`src/rtl/core_data_req_buffer.sv`:
```
// Request FIFO plus credit counter decoupling one core data port from the cluster interconnect.
// Responses pass straight through; credits bound accepted-but-unanswered requests.
package pulp_cluster_package;
  typedef struct packed {
    logic        req;
    logic [31:0] add;
    logic        wen;
    logic [31:0] data;
    logic [3:0]  be;
  } core_data_req_t;

  typedef struct packed {
    logic        gnt;
    logic [31:0] r_data;
    logic        r_valid;
  } core_data_rsp_t;
endpackage

module core_data_req_buffer
  import pulp_cluster_package::*;
#(
  parameter int unsigned FIFO_DEPTH      = 2,
  parameter int unsigned MAX_OUTSTANDING = 4
) (
  input  logic                                   clk_i,
  input  logic                                   rst_ni,
  input  core_data_req_t                         core_req_i,
  output core_data_rsp_t                         core_rsp_o,
  output core_data_req_t                         ic_req_o,
  input  core_data_rsp_t                         ic_rsp_i,
  output logic [$clog2(MAX_OUTSTANDING+1)-1:0]   outstanding_o,
  output logic                                   busy_o
);
  localparam int PW = (FIFO_DEPTH > 1) ? $clog2(FIFO_DEPTH) : 1;
  localparam int CW = $clog2(FIFO_DEPTH + 1);
  localparam int OW = $clog2(MAX_OUTSTANDING + 1);

  typedef struct packed {
    logic [31:0] add;
    logic        wen;
    logic [31:0] data;
    logic [3:0]  be;
  } entry_t;

  entry_t          mem [FIFO_DEPTH];
  logic [PW-1:0]   wr_ptr, rd_ptr;
  logic [CW-1:0]   occ;
  logic [OW-1:0]   out_cnt;
  logic            full, empty, pop, gnt, push, dec;

  assign full  = (occ == CW'(FIFO_DEPTH));
  assign empty = (occ == '0);
  assign pop   = !empty && ic_rsp_i.gnt;
  // A pop in the same cycle frees the slot, so a full FIFO can still accept.
  assign gnt   = core_req_i.req && (!full || pop) && (out_cnt < OW'(MAX_OUTSTANDING));
  assign push  = core_req_i.req && gnt;
  // A stray r_valid with no credits must not wrap the counter.
  assign dec   = ic_rsp_i.r_valid && (out_cnt != '0);

  always_comb begin
    core_rsp_o         = '0;
    core_rsp_o.gnt     = gnt;
    core_rsp_o.r_data  = ic_rsp_i.r_data;
    core_rsp_o.r_valid = ic_rsp_i.r_valid;
    ic_req_o           = '0;
    if (!empty) ic_req_o = {1'b1, mem[rd_ptr]};
  end

  always_ff @(posedge clk_i) begin
    if (push) mem[wr_ptr] <= '{core_req_i.add, core_req_i.wen, core_req_i.data, core_req_i.be};
  end

  always_ff @(posedge clk_i or negedge rst_ni) begin
    if (!rst_ni) begin
      wr_ptr  <= '0;
      rd_ptr  <= '0;
      occ     <= '0;
      out_cnt <= '0;
    end else begin
      if (push) wr_ptr <= (wr_ptr == PW'(FIFO_DEPTH - 1)) ? '0 : wr_ptr + 1'b1;
      if (pop)  rd_ptr <= (rd_ptr == PW'(FIFO_DEPTH - 1)) ? '0 : rd_ptr + 1'b1;
      if (push && !pop)      occ <= occ + 1'b1;
      else if (!push && pop) occ <= occ - 1'b1;
      if (push && !dec)      out_cnt <= out_cnt + 1'b1;
      else if (!push && dec) out_cnt <= out_cnt - 1'b1;
    end
  end

  assign outstanding_o = out_cnt;
  assign busy_o        = (out_cnt != '0);

  a_head_stable: assert property (@(posedge clk_i) disable iff (!rst_ni)
    (ic_req_o.req && !ic_rsp_i.gnt) |=> $stable(ic_req_o));
  a_credit_max: assert property (@(posedge clk_i) disable iff (!rst_ni)
    out_cnt <= OW'(MAX_OUTSTANDING));
  a_no_stray_rvalid: assert property (@(posedge clk_i) disable iff (!rst_ni)
    !(ic_rsp_i.r_valid && out_cnt == '0));
endmodule

```
`config.mk`:
```
export PLATFORM = sky130hd
export DESIGN_NAME = core_data_req_buffer
export DESIGN_NICKNAME = d
export VERILOG_FILES = /design/src/rtl/core_data_req_buffer.sv
export SDC_FILE = /design/constraint.sdc
export NUM_CORES = 1
export LEC_CHECK = 0
export ABC_CLOCK_PERIOD_IN_PS = 8400
export CAP_MARGIN = 20
export CORE_UTILIZATION = 30
export DETAILED_ROUTE_END_ITERATION = 10
export DONT_BUFFER_PORTS = 1
export GPL_TIMING_DRIVEN = 0
export PLACE_DENSITY_LB_ADDON = 0.05
export SLEW_MARGIN = 30
export SYNTH_ARGS = -nofsm -noshare
export SYNTH_HDL_FRONTEND = slang
export SYNTH_SLANG_ARGS = --single-unit
```
`constraint.sdc`:
```
create_clock -name clk_i -period 8.4 [get_ports clk_i]
set_clock_uncertainty 0.15 [all_clocks]
set_input_delay 2.1 -clock clk_i [delete_from_list [all_inputs] [get_ports clk_i]]
set_output_delay 2.1 -clock clk_i [all_outputs]
set_load 0.005 [all_outputs]
```
==> metrics.txt, run 1 <==
status=completed; DP Cell Count=622; vias per cell=4.43; FP Rows=50; Max Fclk=207 MHz; first-pass GRT wire length=17000 µm; worst hold start=occ[1]; via count=2894; relative slew slack=64.4%; total track usage=12.0%; Routed WL per cell=17.8 µm; gr ovfl total=0; combinational fraction of design power=27.7%; final hold viol count=0; crit path capture type=output pin; Synth Instances=357; detailed router's first-iteration violation count=121; Routed WL=11600 µm; top cells by count, synth=138 x edfxtp_1, 71 x nor2_1, 69 x mux2i_1; top-area cell type share of the netlist area=71.1%; simple-gate share of the synthesized area=5.79%; vias in the first global route=2951; crit path launch type=input pin; largest family of logic cells by synthesized area=multiplexers; compound-gate portion of the synthesized area=0%; core area=18900 µm²; Post-synth ARST share=4.83%; Layout Utilization=36.8%; Int Pwr=0.00176 W; fin worst setup slack=3.56 ns; Req. time, crit path=6.15 ns; total CTS buffers=17; Sink Count=145; CTS tree=done; # hold bufs at CTS=0; Setup CP Type=input pin to output pin; Mapped Nets=466; final-report setup violation count=0; Net Sw Power=0.000781 W; Worst-path clk slew=0.06 ns; nets=490; critical path's slowest cell=nor3b_2; Layout area overhead=19.4%; TritonRoute pass-1 iters=4; Skew-Pair Late Insertion Delay=0.41 ns; EDFF count, synth=138; Final period util=57.6%; largest net degree at the start of global routing=38; cts repair resizes=0; height of the die=141 µm; drc violations=0; # port buffers=0; Power Dens Cells=364 nW/µm²; final cell count without fillers=654; Synth warnings=0; syn avg cell area=16.3 µm²; CP cell instances=nor3b_2 > nor3b_1 > buf_4; Worst Path Arrival=2.59 ns; dpl ws=3.55 ns; n_diodes=0; most used flip-flop cell after synthesis=edfxtp_1; die width=141 µm; CP max stage delay=0.26 ns; Initial Util=30.9%; crit path time final=4.84 ns; Unique masters post-synth=20; critical path startpoint=ic_rsp_i[33]; synthesized cell area=5830 µm²; GPL Wtd Cong=0.678; worst vdd ir=0.141 mV; sw frac=30.8%; full die area=20000 µm²; htree depth=4; post-synthesis mux area share=12.0%; RSZ-0062 raised after global routing=false; Final Max Tran Viols=0; sequential power share=39.4%; DPL Wire Length=7700 µm; # fillers=1793; postcts setup bufs=0; Crit Path Max Fanout=2; initial antenna violation count=0; #FFs+latches synth=145; RR Startpoint=occ[1]; Least-Margin Pin Slew=0.533 ns; Ports=214; MaxCap Viol Count=0; Synth area leaders=edfxtp_1 71%, mux2i_1 12%, buf_4 5.4%; layout cell share with drive strength beyond 1=23.4%; Min-Delay Path Class=register to register; hold slack=0.360 ns; Synth area leader=edfxtp_1; CTS Buffer Depth=2; Seq/Total Area, Yosys=74.1%; xor and xnor area share after synthesis=1.20%; LEAKAGE=2.60 nW; most frequent cell after synthesis=edfxtp_1; Clk pwr share=32.9%; Adder-Cell Fraction of Synth Area=0.772%; root buf cell=clkbuf_16; DRT antenna net count=0
==> cell usage in the layout, fill, tap and decap left out, types with 2 or more instances in the layout <==
| cell type | count |
|---|---|
| ha_1 | 2 |
| buf_16 | 5 |
| clkinv_2 | 2 |
| xnor2_1 | 3 |
| nor2_1 | 71 |
| dfrtp_1 | 7 |
| clkinv_4 | 3 |
| buf_2 | 7 |
| mux2i_1 | 69 |
| clkbuf_16 | 17 |
| inv_6 | 2 |
| xor2_1 | 5 |
| bufinv_16 | 5 |
| edfxtp_1 | 138 |
| clkinvlp_4 | 2 |
| nand2_1 | 2 |
| inv_1 | 2 |
| buf_4 | 42 |
==> metal layers <==
metal / vias to the layer above / GRT usage (%) / wire, µm
met5: - / 0 / 0
met4: 0 / 5.09 / 150
met3: 13 / 6.07 / 1160
met2: 146 / 19.9 / 5750
met1: 1433 / 12.9 / 4570
li1: 1302 / - / -
==> layout make-up <==
class | count | area, µm² | area share, %
clock buffer | 17 | 425 | 6.11
multi-input combinational | 161 | 1160 | 16.7
sequential | 145 | 4320 | 62.1
buffer | 49 | 350 | 5.03
timing repair buffer | 5 | 138 | 1.98
inverter | 2 | 7.51 | 0.108
clock inverter | 15 | 230 | 3.31
tap | 260 | 325 | 4.67
==> power groups by stage <==
stage                     registers, W  logic, W  clock network, W
after floorplan                0.00102  0.000509                 0
after global placement         0.00104  0.000691                 0
after detailed placement       0.00102  0.000735                 0
after CTS                      0.00100  0.000738          0.000856
after global routing           0.00101  0.000782          0.000885
final                          0.00100  0.000703          0.000833
==> critical path, delay by kind of cell <==
| kind | cells | cell delay, ns |
|---|---|---|
| buf+inv | 1 | 0.14 |
| simple gates | 2 | 0.35 |
==> flip-flops by register name (all words and copies together), names as in the netlist <==
signal	flops
mem	138
outstanding_o	3
occ	2
rd_ptr	1
wr_ptr	1
==> cell families after synthesis <==
kind of cell,after synthesis
fa+ha+maj,3
buf+inv,51
mux,70
simple gates,80
xor+xnor,8
flops,145
==> final timing paths <==
kind | endpoint | slack (ns) | cells past startpoint
max | core_rsp_o[33] | 3.56 | 3
min | occ[1] | 0.36 | 1
max reg2reg | mem[0][60] | 6.13 | 5
min reg2reg | occ[1] | 0.36 | 1
max in group asynchronous | occ[0] | 6.80 | 0
min in group asynchronous | outstanding_o[0] | 1.23 | 0
==> stage by stage <==
step                TNS, ns  cell area, µm²  total power (W)
global placement     -24.02            6160          0.00173
finish                    0            6960          0.00254
floorplan                 0            5830          0.00153
CTS                       0            6960          0.00260
detailed placement        0            6300          0.00175
global route              0            6960          0.00268
No activity file was read; power rests on OpenSTA's default activity.
==> run 2: changes to the inputs <==
--- a/config.mk
+++ b/config.mk
@@ -5,7 +5,7 @@
 export SDC_FILE = /design/constraint.sdc
 export NUM_CORES = 1
 export LEC_CHECK = 0
-export ABC_CLOCK_PERIOD_IN_PS = 8400
+export ABC_CLOCK_PERIOD_IN_PS = 5050
 export CAP_MARGIN = 20
 export CORE_UTILIZATION = 30
 export DETAILED_ROUTE_END_ITERATION = 10
==> constraint.sdc (replaced) <==
create_clock -name clk_i -period 5.05 [get_ports clk_i]
set_clock_uncertainty 0.15 [all_clocks]
set_input_delay 1.2625 -clock clk_i [delete_from_list [all_inputs] [get_ports clk_i]]
set_output_delay 1.2625 -clock clk_i [all_outputs]
set_load 0.005 [all_outputs]
==> metrics.txt, run 2 (same netlist as run 1, synthesis figures left out) <==
status=completed (unchanged); CTS tree=done (unchanged); # fillers=1819 (was 1793); Crit Path Max Fanout=2 (unchanged); initial antenna violation count=0 (unchanged); total track usage=12.0% (about the same); total CTS buffers=17 (unchanged); CP cell instances=nor3b_2 > nor3b_1 > buf_4 (unchanged); drc violations=0 (unchanged); crit path capture type=output pin (unchanged); FP Rows=50 (unchanged); nets=490 (unchanged); Initial Util=30.9% (unchanged); Min-Delay Path Class=register to register (unchanged); crit path time final=3.16 ns; height of the die=141 µm (unchanged); Least-Margin Pin Slew=0.556 ns (was 0.533 ns); setup TNS=0 ns (unchanged); Routed WL per cell=17.9 µm (was 17.8 µm); Worst Path Arrival=1.75 ns (was 2.59 ns); CP max stage delay=0.24 ns (was 0.26 ns); vias per cell=4.35 (was 4.43); Sink Count=145 (unchanged); # port buffers=0 (unchanged); Max Fclk=316 MHz; root buf cell=clkbuf_16 (unchanged); worst vdd ir=0.223 mV (was 0.141 mV); highest routed layer=met4 (unchanged); cts repair resizes=0 (unchanged); Ports=214 (unchanged); LEAKAGE=2.58 nW (was 2.60 nW); Power Dens Cells=595 nW/µm² (was 364 nW/µm²); gr ovfl total=0 (unchanged); Final Max Tran Viols=0 (unchanged); htree depth=4 (unchanged); Largest register FFs=138 (unchanged); Worst-path clk slew=0.06 ns (about the same); M1 WL=4440 µm (was 4570 µm); met3 WL=1190 µm (was 1160 µm); via count=2848 (was 2894); critical path's slowest cell=nor3b_2 (unchanged); Setup CP Type=input pin to output pin (unchanged); detailed router's first-iteration violation count=118 (was 121); RSZ-0062 raised after global routing=false (unchanged); most common cell after layout, fill and taps aside=edfxtp_1 (unchanged); most frequent cells in the layout=138 x edfxtp_1, 71 x nor2_1, 69 x mux2i_1 (unchanged); n_diodes=0 (unchanged); Routed WL=11700 µm (was 11600 µm); TritonRoute pass-1 iters=4 (unchanged); largest net degree at the start of global routing=36 (was 38); layout cell share with drive strength beyond 1=22.8% (was 23.4%); postcts setup bufs=0 (unchanged); final-report setup violation count=0 (unchanged); first-pass GRT wire length=17000 µm (unchanged); Final period util=62.6%; DPL Wire Length=7600 µm (was 7700 µm); Layout area overhead=18.4% (was 19.4%); Req. time, crit path=3.64 ns (was 6.15 ns); full die area=20000 µm² (unchanged); Skew-Pair Late Insertion Delay=0.41 ns (about the same); CTS Buffer Depth=2 (unchanged); final hold viol count=0 (unchanged); # hold bufs at CTS=0 (unchanged); DRT antenna net count=0 (unchanged); core area=18900 µm² (unchanged); MaxCap Viol Count=0 (unchanged); relative slew slack=62.9% (was 64.4%); Layout Utilization=36.5% (was 36.8%); GPL Wtd Cong=0.712 (was 0.678); Met2 Routed Length=5780 µm (was 5750 µm); crit path launch type=input pin (unchanged); die width=141 µm (unchanged); vias in the first global route=2924 (was 2951); Top reg by flops=mem (unchanged)
run 2: cell types whose count changed in the layout (fill, tap and decap cells not counted):
cell / before / now
clkinv_2: 2 / 1
clkinv_4: 3 / 2
bufinv_16: 5 / 3
inv_6: 2 / 4
buf_16: 5 / 4
clkinv_1: 0 / 2
buf_12: 0 / 1
run 2: layout make-up:
class / instances / area, µm² / share of cell area, %
well taps: 260 / 325 / 4.71
plain buffers: 49 / 350 / 5.07
inverters: 2 / 7.51 / 0.109
multi-input cells: 161 / 1160 / 16.9
clock inverters: 15 / 181 / 2.63
repair buffers: 5 / 130 / 1.88
flip-flops and latches: 145 / 4320 / 62.6
clock buffers: 17 / 425 / 6.16
run 2: worst max-delay path, delay by kind of cell:
| family | cells | cell delay (ns) |
|---|---|---|
| simple gates | 2 | 0.34 |
| buf+inv | 1 | 0.15 |
run 2: per-stage QoR:
| step | power (W) | worst slack, ns | cell area, µm² | cells | hold WS [ns] |
|---|---|---|---|---|---|
| after floorplan | 0.00254 | 1.05 | 5830 | 357 | 0.323 |
| after global placement | 0.00285 | -0.450 | 6160 | 617 | 0.336 |
| after detailed placement | 0.00291 | 1.88 | 6300 | 622 | 0.355 |
| after CTS | 0.00422 | 1.76 | 6900 | 654 | 0.358 |
| after global routing | 0.00435 | 1.72 | 6900 | 654 | 0.354 |
| final | 0.00411 | 1.89 | 6900 | 654 | 0.360 |
run 2: worst paths after layout:
check / start / endpoint / slack, ns / cells past startpoint
max: ic_rsp_i[33] / core_rsp_o[33] / 1.89 / 3
min: occ[1] / occ[1] / 0.36 / 1
max reg2reg: occ[1] / mem[1][18] / 2.79 / 4
min reg2reg: occ[1] / occ[1] / 0.36 / 1
max in group asynchronous: rst_ni / rd_ptr / 4.29 / 0
min in group asynchronous: rst_ni / outstanding_o[0] / 0.39 / 0
run 2: report_power, final:
group          total [W]  internal, W  switching, W
registers        0.00166      0.00159     0.0000771
logic            0.00116     0.000446      0.000710
clock network    0.00129     0.000783      0.000507
run 2: per-layer routing:
metal / track usage (%) / up-vias
li1: - / 1306
met1: 12.6 / 1376
met2: 20.0 / 148
met3: 5.91 / 18
met4: 5.89 / 0
met5: 0 / -
==> run 3: changes to the inputs <==
--- a/config.mk
+++ b/config.mk
@@ -5,7 +5,7 @@
 export SDC_FILE = /design/constraint.sdc
 export NUM_CORES = 1
 export LEC_CHECK = 0
-export ABC_CLOCK_PERIOD_IN_PS = 5050
+export ABC_CLOCK_PERIOD_IN_PS = 3100
 export CAP_MARGIN = 20
 export CORE_UTILIZATION = 30
 export DETAILED_ROUTE_END_ITERATION = 10
==> constraint.sdc (replaced) <==
create_clock -name clk_i -period 3.1 [get_ports clk_i]
set_clock_uncertainty 0.15 [all_clocks]
set_input_delay 0.775 -clock clk_i [delete_from_list [all_inputs] [get_ports clk_i]]
set_output_delay 0.775 -clock clk_i [all_outputs]
set_load 0.005 [all_outputs]
==> metrics.txt, run 3 (same netlist as run 1, synthesis figures left out) <==
postcts setup bufs=0 (unchanged); htree depth=4 (unchanged); DPL Wire Length=7630 µm (was 7600 µm); # port buffers=0 (unchanged); Final Power=0.00655 W (was 0.00411 W); GPL Wtd Cong=0.654 (was 0.712); Least-Margin Pin Slew=0.679 ns (was 0.556 ns); Layout area overhead=17.4% (was 18.4%); status=completed (unchanged); CTS tree=done (unchanged); root buf cell=clkbuf_16 (unchanged); Max Fclk=354 MHz; die width=141 µm (unchanged); WHS Endpoint=mem[0][41] (was occ[1]); Req. time, crit path=2.17 ns (was 3.64 ns); n_diodes=0 (unchanged); Final period util=91.2%; nets=490 (unchanged); Top reg by flops=mem (unchanged); Sink Count=145 (unchanged); Worst R2R End=mem[0][33] (was mem[1][18]); vias in the first global route=2959 (was 2924); most frequent cells in the layout=138 x edfxtp_1, 71 x nor2_1, 69 x mux2i_1 (unchanged); vias per cell=4.28 (was 4.35); relative slew slack=54.7% (was 62.9%); crit path time final=2.83 ns; Worst-path clk slew=0.06 ns (about the same); largest net degree at the start of global routing=37 (was 36); Routed WL per cell=17.6 µm (was 17.9 µm); total track usage=11.8% (was 12.0%); Worst R2R Path Depth=5 (was 4); depth of the worst hold-timing path=0 (was 1); initial antenna violation count=0 (unchanged); full die area=20000 µm² (unchanged); drc violations=0 (unchanged); final hold viol count=0 (unchanged); Setup CP Type=register to output pin (was input pin to output pin); critical path's slowest cell=nor2_2 (was nor3b_2); Ports=214 (unchanged); critical path's top delay family=simple AND/OR/NAND/NOR gates (unchanged); most common cell after layout, fill and taps aside=edfxtp_1 (unchanged); total CTS buffers=17 (unchanged); hold slack=0.302 ns (was 0.360 ns); cts repair resizes=0 (unchanged); LEAKAGE=2.55 nW (was 2.58 nW); DRT antenna net count=0 (unchanged); Initial Util=30.9% (unchanged); RR Startpoint=occ[1] (unchanged); crit path launch type=register (was input pin); RSZ-0062 raised after global routing=false (unchanged); Crit Path Max Fanout=10 (was 2); gr ovfl total=0 (unchanged); height of the die=141 µm (unchanged); MaxCap Viol Count=0 (unchanged); layout cell share with drive strength beyond 1=21.9% (was 22.8%); Final Max Tran Viols=0 (unchanged); crit-path most repeated cell=buf_4; Routed WL=11500 µm (was 11700 µm); final cell count without fillers=653 (was 654); Skew-Pair Late Insertion Delay=0.41 ns (about the same); Worst R2R Setup Slack=0.66 ns (was 2.79 ns); register area=4320 µm² (unchanged); crit path buf inv count=2 (was 1); CTS Buffer Depth=2 (unchanged); Worst Path Arrival=1.90 ns (was 1.75 ns); FP Rows=50 (unchanged); first-pass GRT wire length=16800 µm (was 17000 µm); CP max stage delay=0.46 ns (was 0.24 ns); core area=18900 µm² (unchanged); detailed router's first-iteration violation count=90 (was 118); worst hold start=core_req_i[41] (was occ[1]); Power Dens Cells=956 nW/µm² (was 595 nW/µm²); DP Cell Count=621 (was 622); Largest register FFs=138 (unchanged); final-report setup violation count=0 (unchanged); CP cell instances=nor2_2 > buf_4 > buf_4 > nor2_1 (was nor3b_2 > nor3b_1 > buf_4); Min-Delay Path Class=input pin to register (was register to register); TritonRoute pass-1 iters=4 (unchanged); # fillers=1830 (was 1819); worst vdd ir=0.347 mV (was 0.223 mV); crit path capture type=output pin (unchanged); via count=2793 (was 2848); Multi-input gate area=1160 µm² (unchanged)
run 3: changes by cell type in the layout (fill, tap and decap cells not counted), sizes merged:
cell         before  now
dlygate4sd3       0    1
clkinvlp          2    1
clkinv            5    8
bufinv            3    2
buf              54   53
inv               7    5
run 3: per-stage QoR:
stage          setup TNS (ns)  instance area, µm²  utilization (%)  setup slack [ns]
2_1_floorplan               0                5840                -             0.341
3_3_place_gp           -52.16                6170             32.6            -0.544
3_5_place_dp                0                6270             33.2             0.356
4_1_cts                     0                6850             36.2             0.184
5_1_grt                     0                6850             36.2             0.104
6_report                    0                6850             36.2             0.273
run 3: power by group:
part | internal [W] | total, W | switching, W
Clock | 0.00118 | 0.00196 | 0.000779
Combinational | 0.000708 | 0.00187 | 0.00117
Sequential | 0.00259 | 0.00272 | 0.000128
Total | 0.00447 | 0.00655 | 0.00207
run 3: worst max-delay path by stage:
stage / cells after the start / to / from
3_5_place_dp: 5 / mem[0][29] / ic_rsp_i[33]
6_report: 4 / ic_req_o[33] / occ[0]
4_1_cts: 4 / ic_req_o[33] / occ[0]
5_1_grt: 4 / ic_req_o[33] / occ[0]
3_3_place_gp: 3 / mem[0][28] / ic_rsp_i[33]
2_1_floorplan: 3 / mem[0][0] / ic_rsp_i[33]
run 3: timing repair:
action / in CTS / in global routing
endpoints found under the hold margin: 7 / 0
setup endpoints to repair: 0 / 0
hold buffers: 1 / 0
run 3: worst reg2reg max path: cells and delay by family (launching register included):
family / cells / cell delay [ns]
flip-flops: 1 / 0.41
AND/OR/NAND/NOR: 3 / 1.14
buffers and inverters: 2 / 0.44
run 3: final cells by class:
| class | count | area share (%) |
|---|---|---|
| timing repair buffer | 5 | 1.65 |
| buffer | 49 | 5.12 |
| clock buffer | 17 | 6.21 |
| tap | 260 | 4.75 |
| clock inverter | 14 | 2.05 |
| inverter | 2 | 0.110 |
| multi-input combinational | 161 | 17.0 |
| sequential | 145 | 63.1 |
run 3: routing by layer:
metal	up-vias	track usage (%)	routed length, µm
met5	-	0	0
met2	142	19.0	5500
li1	1302	-	-
met1	1342	12.9	4600
met3	7	6.61	1280
met4	0	4.92	116
